--- src/rtl/snow64_long_mul_u16_by_u8_radix_16_pkg.sv ---
// Shared widths, port structs and state enum for the radix-16 u16 x u8 long multiplier.
// Optional addend input enabled by SNOW64_LONG_MUL_U16_BY_U8_ADDEND_EN.
package PkgSnow64LongMul;

  localparam int unsigned WidthInA          = 16;
  localparam int unsigned MsbPosInA         = WidthInA - 1;
  localparam int unsigned WidthInB          = 8;
  localparam int unsigned MsbPosInB         = WidthInB - 1;
  localparam int unsigned WidthInC          = 8;
  localparam int unsigned MsbPosInC         = WidthInC - 1;
  localparam int unsigned WidthOutData      = 24;
  localparam int unsigned MsbPosOutData     = WidthOutData - 1;
  localparam int unsigned WidthTableEntry   = 12;
  localparam int unsigned MsbPosTableEntry  = WidthTableEntry - 1;
  localparam int unsigned Radix             = 16;
  localparam int unsigned BitsPerIter       = 4;

  typedef enum logic {
    StIdle,
    StWorking
  } state_t;

  typedef struct packed {
    logic                 start;
    logic [MsbPosInA:0]   a;
    logic [MsbPosInB:0]   b;
`ifdef SNOW64_LONG_MUL_U16_BY_U8_ADDEND_EN
    logic [MsbPosInC:0]   c;
`endif
  } PortIn_LongMulU16ByU8;

  typedef struct packed {
    logic [MsbPosOutData:0] data;
    logic                   valid;
    logic                   can_accept_cmd;
  } PortOut_LongMulU16ByU8;

endpackage

--- src/rtl/snow64_long_mul_u16_by_u8_radix_16.sv ---
// Multi-cycle u16 x u8 -> u24 multiplier, one multiplicand nibble per cycle via a b*k table.
// Define SNOW64_LONG_MUL_U16_BY_U8_ADDEND_EN to add an 8-bit addend c to the result.
module snow64_long_mul_u16_by_u8_radix_16
  import PkgSnow64LongMul::*;
(
  input  logic                  clk,
  input  logic                  rst,
  input  PortIn_LongMulU16ByU8  in,
  output PortOut_LongMulU16ByU8 out
);

  state_t                      state;
  logic [MsbPosInA:0]          a_q;
  logic [MsbPosTableEntry:0]   table_q [Radix];
  logic [MsbPosOutData:0]      acc_q;
  logic [MsbPosOutData:0]      acc_next;
  logic [MsbPosOutData:0]      data_q;
  logic [1:0]                  idx_q;
  logic                        valid_q;
  logic                        can_q;
  logic [BitsPerIter-1:0]      nibble;
`ifdef SNOW64_LONG_MUL_U16_BY_U8_ADDEND_EN
  logic [MsbPosInC:0]          c_q;
`endif

  always_comb begin
    nibble   = a_q[{idx_q, 2'b00} +: BitsPerIter];
    acc_next = {acc_q[MsbPosOutData-BitsPerIter:0], {BitsPerIter{1'b0}}}
             + {{(WidthOutData - WidthTableEntry){1'b0}}, table_q[nibble]};
`ifdef SNOW64_LONG_MUL_U16_BY_U8_ADDEND_EN
    // Addend folds in on the last nibble so the result is a*b + c.
    if (idx_q == 2'd0) begin
      acc_next = acc_next + {{(WidthOutData - WidthInC){1'b0}}, c_q};
    end
`endif
  end

  always_ff @(posedge clk) begin
    if (rst) begin
      state   <= StIdle;
      a_q     <= '0;
      acc_q   <= '0;
      idx_q   <= '0;
      data_q  <= '0;
      valid_q <= 1'b0;
      can_q   <= 1'b1;
      for (int unsigned k = 0; k < Radix; k++) begin
        table_q[k] <= '0;
      end
`ifdef SNOW64_LONG_MUL_U16_BY_U8_ADDEND_EN
      c_q     <= '0;
`endif
    end else begin
      case (state)
        StIdle: begin
          if (in.start) begin
            state   <= StWorking;
            a_q     <= in.a;
            for (int unsigned k = 0; k < Radix; k++) begin
              table_q[k] <= {4'b0000, in.b} * k[3:0];
            end
`ifdef SNOW64_LONG_MUL_U16_BY_U8_ADDEND_EN
            c_q     <= in.c;
`endif
            acc_q   <= '0;
            idx_q   <= 2'd3;
            valid_q <= 1'b0;
            can_q   <= 1'b0;
          end
        end
        StWorking: begin
          acc_q <= acc_next;
          idx_q <= idx_q - 2'd1;
          if (idx_q == 2'd0) begin
            data_q  <= acc_next;
            state   <= StIdle;
            valid_q <= 1'b1;
            can_q   <= 1'b1;
          end
        end
        default: state <= StIdle;
      endcase
    end
  end

  assign out.data           = data_q;
  assign out.valid          = valid_q;
  assign out.can_accept_cmd = can_q;

endmodule

--- config.mk ---
export PLATFORM = sky130hd
export DESIGN_NAME = snow64_long_mul_u16_by_u8_radix_16
export DESIGN_NICKNAME = d
export VERILOG_FILES = /design/src/rtl/snow64_long_mul_u16_by_u8_radix_16_pkg.sv /design/src/rtl/snow64_long_mul_u16_by_u8_radix_16.sv
export SDC_FILE = /design/constraint.sdc
export NUM_CORES = 1
export LEC_CHECK = 0
export CAP_MARGIN = 5
export CORE_MARGIN = 4
export CORE_UTILIZATION = 39
export CTS_BUF_LIST = sky130_fd_sc_hd__clkbuf_16
export DETAILED_ROUTE_END_ITERATION = 16
export PLACE_DENSITY_LB_ADDON = 0.05
export SYNTH_ARGS = -nofsm -noshare
export SYNTH_HDL_FRONTEND = slang
export SYNTH_SLANG_ARGS = --single-unit
--- constraint.sdc ---
create_clock -name clk -period 3.6 [get_ports clk]
set_input_delay 0.36 -clock clk [delete_from_list [all_inputs] [get_ports clk]]
set_output_delay 0.36 -clock clk [all_outputs]
set_load 0.03 [all_outputs]
### Word-level counts from Yosys, hierarchy flattened

Memories as Yosys holds them, arrays and structs flattened.
Index checks and enable logic that the tools add are counted.

| cells by class | value |
|---|---|
| mux-type cells | 31 |
| reductions and logical operators | 4 |
| eq/ne operators | 2 |
| bitwise gates (word level) | 17 |
| shift-type cells | 1 |
| $mul | 11 |
| $add $sub $neg | 2 |

Operator list:

| operator | number |
|---|---|
| $mux 12 | 16 |
| $mul 8x4->12 const B | 4 |
| $mul 8x3->11 const B | 4 |
| $pmux 20 s2 | 1 |
| $mul 8x2->10 const B | 3 |
| $add 24x12->24 | 1 |
| $mux 20 | 1 |
| $or 1x1->1 | 16 |
| $shiftx 16x5->4 | 1 |
| $mux 1 | 9 |
| $reduce_and 2->1 | 3 |
| $pmux 1 s2 | 2 |
| $pmux 2 s2 | 1 |
| $logic_not 2->1 | 1 |
| $mux 2 | 1 |
| $ne 2x1->1 const B | 1 |
| $ne 2x2->1 const B | 1 |
| $sub 2x1->2 const B | 1 |
| $not 1->1 | 1 |

| storage, ports and cells | value |
|---|---|
| logic and storage cells | 76 |
| bits in registers | 65 |
| memories kept | 1 |
| output and inout port bits | 26 |
| memory bits (writable) | 192 |

Memory list:

| memory | depth | bits a word | rd ports | clocked after memory_dff | write ports | line | RTL |
|---|---|---|---|---|---|---|---|
| table_q | 16 | 12 | 1 | 0 | 16 | snow64_long_mul_u16_by_u8_radix_16.sv:14 | `logic [MsbPosTableEntry:0] table_q [Radix];` |

### Logic depth before layout (Yosys ltp)

Gate-level depths: netlist (run 1).

| logic depth | value |
|---|---|
| word-level depth | 5 |
| mapped depth | 17 |

### Least setup slack after synthesis (run 1)

Ideal clock, no wire load.

| timing path | value |
|---|---|
| path type | input -> register |
| from | input rst |
| to | memory table_q[10][10] (netlist name) (enable) |
| required time | 3.124 ns |
| data arrival time | 3.378 ns |
| setup time | 0.476 ns |
| stages | 3 |
| path slack | -0.254 ns |
| path through | clkbuf_1 -> clkbuf_1 -> nand2b_1 |

RTL lines:

| element | line | RTL |
|---|---|---|
| start, declared | snow64_long_mul_u16_by_u8_radix_16.sv:7 | `input logic rst,` |
| end, declared | snow64_long_mul_u16_by_u8_radix_16.sv:14 |  |

### Worst setup path in the final report (run 1)

| timing path | value |
|---|---|
| from | register idx_q[0] |
| to | register data_q[15] |

| on the way | value |
|---|---|
| cells in the longest elaborated chain, start to end | 3 |
| elaborated cells on any way between the ends | 5 |
| those cells by class | add/sub: 1; shift: 1; reduce/logical: 2; memory: 1 |

Ends and longest elaborated chain:

| element | line | RTL |
|---|---|---|
| start, declared | snow64_long_mul_u16_by_u8_radix_16.sv:18 | `logic [1:0] idx_q;` |
| start signal, assigned | snow64_long_mul_u16_by_u8_radix_16.sv:73 | `idx_q <= idx_q - 2'd1;` |
| $shiftx 16x5->4 | snow64_long_mul_u16_by_u8_radix_16.sv:27 | `nibble = a_q[{idx_q, 2'b00} +: BitsPerIter];` |
| $mem_v2 16x12 | n/a |  |
| $add 24x12->24 | snow64_long_mul_u16_by_u8_radix_16.sv:29 | `+ {{(WidthOutData - WidthTableEntry){1'b0}}, table_q[nibble]};` |
| end signal, assigned | snow64_long_mul_u16_by_u8_radix_16.sv:75 | `data_q <= acc_next;` |
| end, declared | snow64_long_mul_u16_by_u8_radix_16.sv:17 | `logic [MsbPosOutData:0] data_q;` |

Parallel ways exist; a longest one is shown, timed or not.
A chain may end at the register's enable or synchronous reset.

==> impl_metrics.env, run 1 <==
export IMPL_worstSetupPathType="register to register"
export IMPL_antenna_left=0
export IMPL_powerDensity_mw_per_mm2=465
export IMPL_portBuffers=52
export IMPL_clockPowerShare=0.310
export IMPL_drt_total_wl_mm=27.0
export IMPL_grt_pass1_vias=7762
export IMPL_outcome="finished clean"
export IMPL_cts_hold_buffers=0
export IMPL_tightest_slew_ps=624
export IMPL_arrival_ps=3810
export IMPL_wl_per_cell_um=18.3
export IMPL_n_fill_cell=2435
export IMPL_boundaryPins=53
export IMPL_synth_fp_nets=1109
export IMPL_cp_required_ps=3890
export IMPL_grt_pass1_wl_mm=43.0
export IMPL_tritoncts="built"
export IMPL_rsz0062_at_grt="yes"
export IMPL_startpoint_type="register"
export IMPL_p_sw_frac=0.308
export IMPL_endpoint_kind="register"
export IMPL_die_w_um=170
export IMPL_synthArstFlopShare=0
export IMPL_synth_top_family_by_area="adder cells"
export IMPL_via_per_inst=5.12
export IMPL_start_util=0.396
export IMPL_synth_fa_ha_area_frac=0.162
export IMPL_yosysWarnings=0
export IMPL_finalPower_w=0.00593
export IMPL_hpwl_mm=21.1
export IMPL_fmax_mhz=284
export IMPL_synth_seq_cells=165
export IMPL_drc_errors=0
export IMPL_dr_first_iter_drc_count=465
export IMPL_die_area_mm2=0.0290
export IMPL_place_ws_ps=-390
export IMPL_gp_congestion=0.826
export IMPL_combPwrFrac=0.298
export IMPL_core_area_mm2=0.0260
export IMPL_timing_final_crit_share=0.977
export IMPL_p_leak_nw=5.33
export IMPL_ys_seq_area_frac=0.418
export IMPL_die_height_um=170
export IMPL_antenna_cells=0
export IMPL_clk_latency_ps=430
export IMPL_cts_clk_slew_worst_paths_ps=70
export IMPL_num_rows=59
export IMPL_synth_edf_count=100
export IMPL_power_switching_w=0.00182
export IMPL_synthSimpleGateAreaFrac=0.128
export IMPL_syn_to_final_growth_pct=24.1
export IMPL_grt_overflow=0
export IMPL_synth_compound_area_frac=0.123
export IMPL_cts_sinks=165
export IMPL_setup_violations=0
export IMPL_fin_ws_ps=81.2
export IMPL_grt_use_total=0.192
export IMPL_slew_viol_final=0
export IMPL_synth_cell_type_count=60
export IMPL_synth_ff_type="edfxtp_1"
export IMPL_worstPathMaxFanout=18
export IMPL_numCtsBuffers=17
export IMPL_htreeDepth=4
export IMPL_slew_headroom=0.580
export IMPL_seq_area_mm2=0.00431
export IMPL_netlist_instances=970
export IMPL_first_pass_iters=5
export IMPL_cp_common_cell="mux4_2"
export IMPL_grt_max_degree=99
export IMPL_nets=1267
export IMPL_intPower_w=0.00411
export IMPL_drive_gt1_frac=0.204
export IMPL_hold_violations=0
export IMPL_cp_slowest_cell="mux4_2"
export IMPL_cp_slowest_stage_delay_ps=530
export IMPL_cts_root_buf="clkbuf_16"
export IMPL_syn_area_per_cell_um2=10.6
export IMPL_crit_family="compound AO/OA/AOI/OAI gates"
export IMPL_crit_chain="mux4_2, buf_12, buf_4, mux4_2, o22a_1, o211a_1, ha_1, nand3_1, a21o_1, a21o_2, a21oi_1, xnor2_1, o21ai_0"
export IMPL_worst_clock_skew_ps=12.2
export IMPL_seqPwrFrac=0.392
export IMPL_cap_viol_max_count=0
export IMPL_ir_worst_vdd_v=0.000348
export IMPL_antenna_found_initial=0
export IMPL_crit_buf_inv=2
export IMPL_hp_class="primary input to register"
export IMPL_clk_path_buf_depth=2
export IMPL_syn_area_mm2=0.0103
export IMPL_synth_xor_area_frac=0.0409
export IMPL_vias=7562
export IMPL_layout_min_cycle_time_ps=3520
export IMPL_synthMuxAreaShare=0.0830
export IMPL_multi_input_area_mm2=0.00565
## registers in the layout, indices dropped and copies added (netlist names)
name,flops
table_q,100
acc_q,20
can_q,1
data_q,24
valid_q,1
idx_q,2
a_q,16
state,1
## cell families (layout without fill, tap and decap cells)
| family | after synthesis | in the layout |
|---|---|---|
| AOI/OAI and AO/OA | 193 | 193 |
| xor gates and xnor gates | 48 | 48 |
| adders and majority gates | 112 | 112 |
| buffers and inverters | 106 | 277 |
| DFF | 165 | 165 |
| muxes | 56 | 56 |
| and+or+nand+nor | 290 | 290 |
## per-layer routing
layer	global-route usage	wire length, um
met1	0.257	12200
met5	0	0
met4	0.0615	561
met2	0.325	13400
met3	0.0246	823
## power groups by stage
stage          combinational (W)  sequential, W  clock [W]
6_report                 0.00177        0.00233    0.00184
5_1_grt                  0.00197        0.00235    0.00196
4_1_cts                  0.00176        0.00233    0.00189
3_5_place_dp             0.00174        0.00237          0
3_3_place_gp             0.00174        0.00237          0
2_1_floorplan            0.00106        0.00234          0
## per-stage QoR
stage	TNS (ps)	hold slack (ps)	utilization	instances	cell area (um^2)
after floorplan	0	423	-	970	10300
after global placement	-5310	437	0.460	1436	12000
after detailed placement	-6080	442	0.460	1436	12000
after CTS	0	384	0.487	1475	12600
after global routing	-1460	413	0.491	1476	12800
final	0	399	0.491	1476	12800
## final cells by class
cell class | count | area share
repair buffers | 183 | 0.122
clock buffers | 17 | 0.0333
multi-input cells | 699 | 0.443
inverters | 62 | 0.0182
well taps | 335 | 0.0329
clock inverters | 15 | 0.0128
flip-flops and latches | 165 | 0.338
## timing repair
item / CTS / global route
buffers inserted: 7 / 1
pin swaps: 4 / 6
cloned: 0 / 0
resized for setup: 11 / 31
setup endpoints to repair: 20 / 32
## synth_stat cells (3+ instances only)
cell / n / area share
a211oi_1: 10 / 0.0073
a21o_1: 14 / 0.010
a21oi_1: 57 / 0.028
a221oi_1: 4 / 0.0034
a22o_1: 16 / 0.014
a31o_2: 3 / 0.0026
a31oi_1: 7 / 0.0043
and2_1: 11 / 0.0067
and3_1: 16 / 0.0097
buf_1: 4 / 0.0015
buf_2: 5 / 0.0024
buf_4: 4 / 0.0029
buf_6: 6 / 0.0066
clkbuf_1: 25 / 0.0091
dfxtp_1: 65 / 0.13
edfxtp_1: 100 / 0.29
fa_1: 35 / 0.068
ha_1: 77 / 0.094
inv_1: 60 / 0.022
mux2_2: 9 / 0.0099
mux2i_1: 23 / 0.022
mux4_2: 21 / 0.046
nand2_1: 95 / 0.035
nand2b_1: 4 / 0.0024
nand3_1: 12 / 0.0058
nor2_1: 87 / 0.032
nor2b_1: 28 / 0.017
nor3_1: 30 / 0.015
o211ai_1: 3 / 0.0022
o21a_1: 5 / 0.0037
o21ai_0: 39 / 0.019
o21bai_1: 8 / 0.0058
o22ai_1: 4 / 0.0024
o41ai_1: 3 / 0.0026
xnor2_1: 34 / 0.029
xor2_1: 14 / 0.012
## layout by cell type, fill, tap and decap left out, types with 9 or more instances in the layout
master and n:
a21o_1 13, a21oi_1 50, a22o_1 16, and2_1 11, and3_1 16, buf_4 126
clkbuf_16 17, clkdlybuf4s50_1 48, dfxtp_1 64, edfxtp_1 100, fa_1 34, ha_1 75
inv_1 59, mux2_2 9, mux2i_1 23, mux4_2 21, nand2_1 95, nand3_1 12
nor2_1 86, nor2b_1 26, nor3_1 28, o21ai_0 36, xnor2_1 31, xor2_1 14
## worst paths after layout
check	startpoint	end	slack [ps]	cells after the start
worst min register to register	acc_q[18]	acc_q[18]	450	2
worst min-delay path	rst	acc_q[5]	400	2
worst max register to register	idx_q[0]	data_q[15]	80	13
worst max-delay path	idx_q[0]	data_q[15]	80	13
(Power assumes the default switching activity.)
==> run 2, diff against run 1 <==
==> constraint.sdc (replaced) <==
create_clock -name clk -period 4.2 [get_ports clk]
set_input_delay 0.42 -clock clk [delete_from_list [all_inputs] [get_ports clk]]
set_output_delay 0.42 -clock clk [all_outputs]
set_load 0.03 [all_outputs]
==> run 2 against run 1 <==
First-iteration DRC count grew 9.0%. Design area shrank 6.3%. Flip-flop and latch count is the same. Largest power group unchanged. Hold slack gained 53 ps. Critical path depth is the same. Sequential share of layout area grew 2.2 points. Global-route usage shrank 0.31 points. Via count shrank 3.8%. Setup slack gained 140 ps.
==> impl_metrics.env, run 2 (synthesis gave the netlist of run 1 again) <==
export IMPL_outcome="finished clean"
export IMPL_dr_first_iter_drc_count=507
export IMPL_worst_clock_skew_ps=15.4
export IMPL_final_util=0.460
export IMPL_nets=1177
export IMPL_tightest_slew_ps=1170
export IMPL_numCtsBuffers=17
export IMPL_hpwl_mm=20.2
export IMPL_use_met1=0.255
export IMPL_tritoncts="built"
export IMPL_wl_per_cell_um=19.3
export IMPL_arrival_ps=4280
export IMPL_fmax_mhz=252
export IMPL_clk_latency_ps=430
export IMPL_syn_to_final_growth_pct=16.2
export IMPL_n_fill_cell=2525
export IMPL_grt_pass1_vias=7457
export IMPL_regMostFlops="table_q"
export IMPL_slew_headroom=0.220
export IMPL_final_setup_tns_ps=0
export IMPL_finalPower_w=0.00496
export IMPL_final_common_cell="edfxtp_1"
export IMPL_start_util=0.396
export IMPL_antenna_cells=0
export IMPL_hold_violations=0
export IMPL_cts_root_buf="clkbuf_16"
export IMPL_die_w_um=170
export IMPL_cts_sinks=165
export IMPL_startpoint_type="register"
export IMPL_num_rows=59
export IMPL_cts_setup_buffers=0
export IMPL_grt_max_degree=102
export IMPL_endpoint_kind="register"
export IMPL_holdCritStartpoint="can_q"
export IMPL_drt_total_wl_mm=26.8
export IMPL_p_leak_nw=4.84
export IMPL_antenna_left=0
export IMPL_antenna_found_initial=0
export IMPL_drive_gt1_frac=0.109
export IMPL_via_per_inst=5.25
export IMPL_worstPathMaxFanout=12
export IMPL_htreeDepth=4
export IMPL_grt_use_total=0.189
export IMPL_hp_class="register to register"
export IMPL_met2_usage=0.318
export IMPL_top_regs="table_q: 100 flops, data_q: 24 flops, acc_q: 20 flops"
export IMPL_drc_errors=0
export IMPL_ir_worst_vdd_v=0.000206
export IMPL_clk_path_buf_depth=2
export IMPL_cp_required_ps=4500
export IMPL_vias=7272
export IMPL_crit_reg2reg_launch="idx_q[0]"
export IMPL_fin_hold_ws_ps=452
export IMPL_gp_congestion=0.805
export IMPL_core_area_mm2=0.0260
export IMPL_dp_cells=1354
export IMPL_cap_viol_max_count=0
export IMPL_first_pass_iters=5
export IMPL_stdcell_count=1386
export IMPL_setup_violations=0
export IMPL_use_met3=0.0348
export IMPL_cts_clk_slew_worst_paths_ps=70
export IMPL_worstSetupPathType="register to register"
export IMPL_slew_viol_final=0
export IMPL_die_height_um=170
export IMPL_portBuffers=52
export IMPL_crit_start="idx_q[0]"
export IMPL_powerDensity_mw_per_mm2=415
export IMPL_timing_final_crit_share=0.947
export IMPL_grt_pass1_wl_mm=42.2
export IMPL_busiest_layer="met2"
export IMPL_die_area_mm2=0.0290
export IMPL_cts_hold_buffers=0
export IMPL_rsz0062_at_grt="no"
export IMPL_grt_overflow=0
export IMPL_boundaryPins=53
export IMPL_largest_reg_flops=100
export IMPL_layout_min_cycle_time_ps=3980
export IMPL_layout_common_cells="100 x edfxtp_1, 95 x nand2_1, 87 x nor2_1"
-- run 2: cell types whose count changed in the layout (fill, tap and decap cells not counted), moves of 5 or more --
cell	previous run	this run
buf_4	126	39
a21oi_2	7	1
a21oi_1	50	56
inv_6	7	2
-- run 2: path summary, 6_finish.rpt --
kind	endpoint	slack [ps]	cells after the start
min	can_q	450	2
max reg2reg	data_q[18]	220	13
min reg2reg	can_q	450	2
max	data_q[18]	220	13
-- run 2: layout make-up --
class / count / area [um^2] / share of cell area
timing repair buffer: 93 / 863 / 0.0722
clock buffer: 18 / 450 / 0.0377
multi-input combinational: 699 / 5530 / 0.463
tap: 335 / 419 / 0.0351
inverter: 62 / 233 / 0.0195
sequential: 165 / 4300 / 0.360
clock inverter: 14 / 153 / 0.0128
-- run 2: through the flow --
stage | area, um^2 | setup slack, ps
floorplan | 10300 | 286
global placement | 11300 | 70.2
detailed placement | 11300 | 33.9
CTS | 12000 | 179
global route | 12000 | 35.7
finish | 12000 | 224
-- run 2: repair_timing --
action	in CTS	in global routing
gates resized for setup	0	1
endpoints found under the hold margin	0	0
setup endpoints to repair	0	4
-- run 2: layer usage --
metal	routed length, um	part of all wire
met5	0	0
met4	393	0.015
met3	777	0.029
met2	13100	0.49
met1	12600	0.47
-- run 2: critical path: stages, from the launching register on --
cell      delay, ps
dfxtp_1         500
mux4_2          720
buf_4           270
mux4_2          320
mux2i_1         200
o211ai_1        150
ha_1            360
a21o_1          170
a21oi_1         310
a21oi_1         130
buf_4           180
o21ai_0         180
xor2_1          250
o21ai_0         110
-- run 2: report_power, final --
part	internal (W)	switching (W)
clock network	0.000904	0.000745
logic	0.000556	0.000762
registers	0.00192	0.0000725
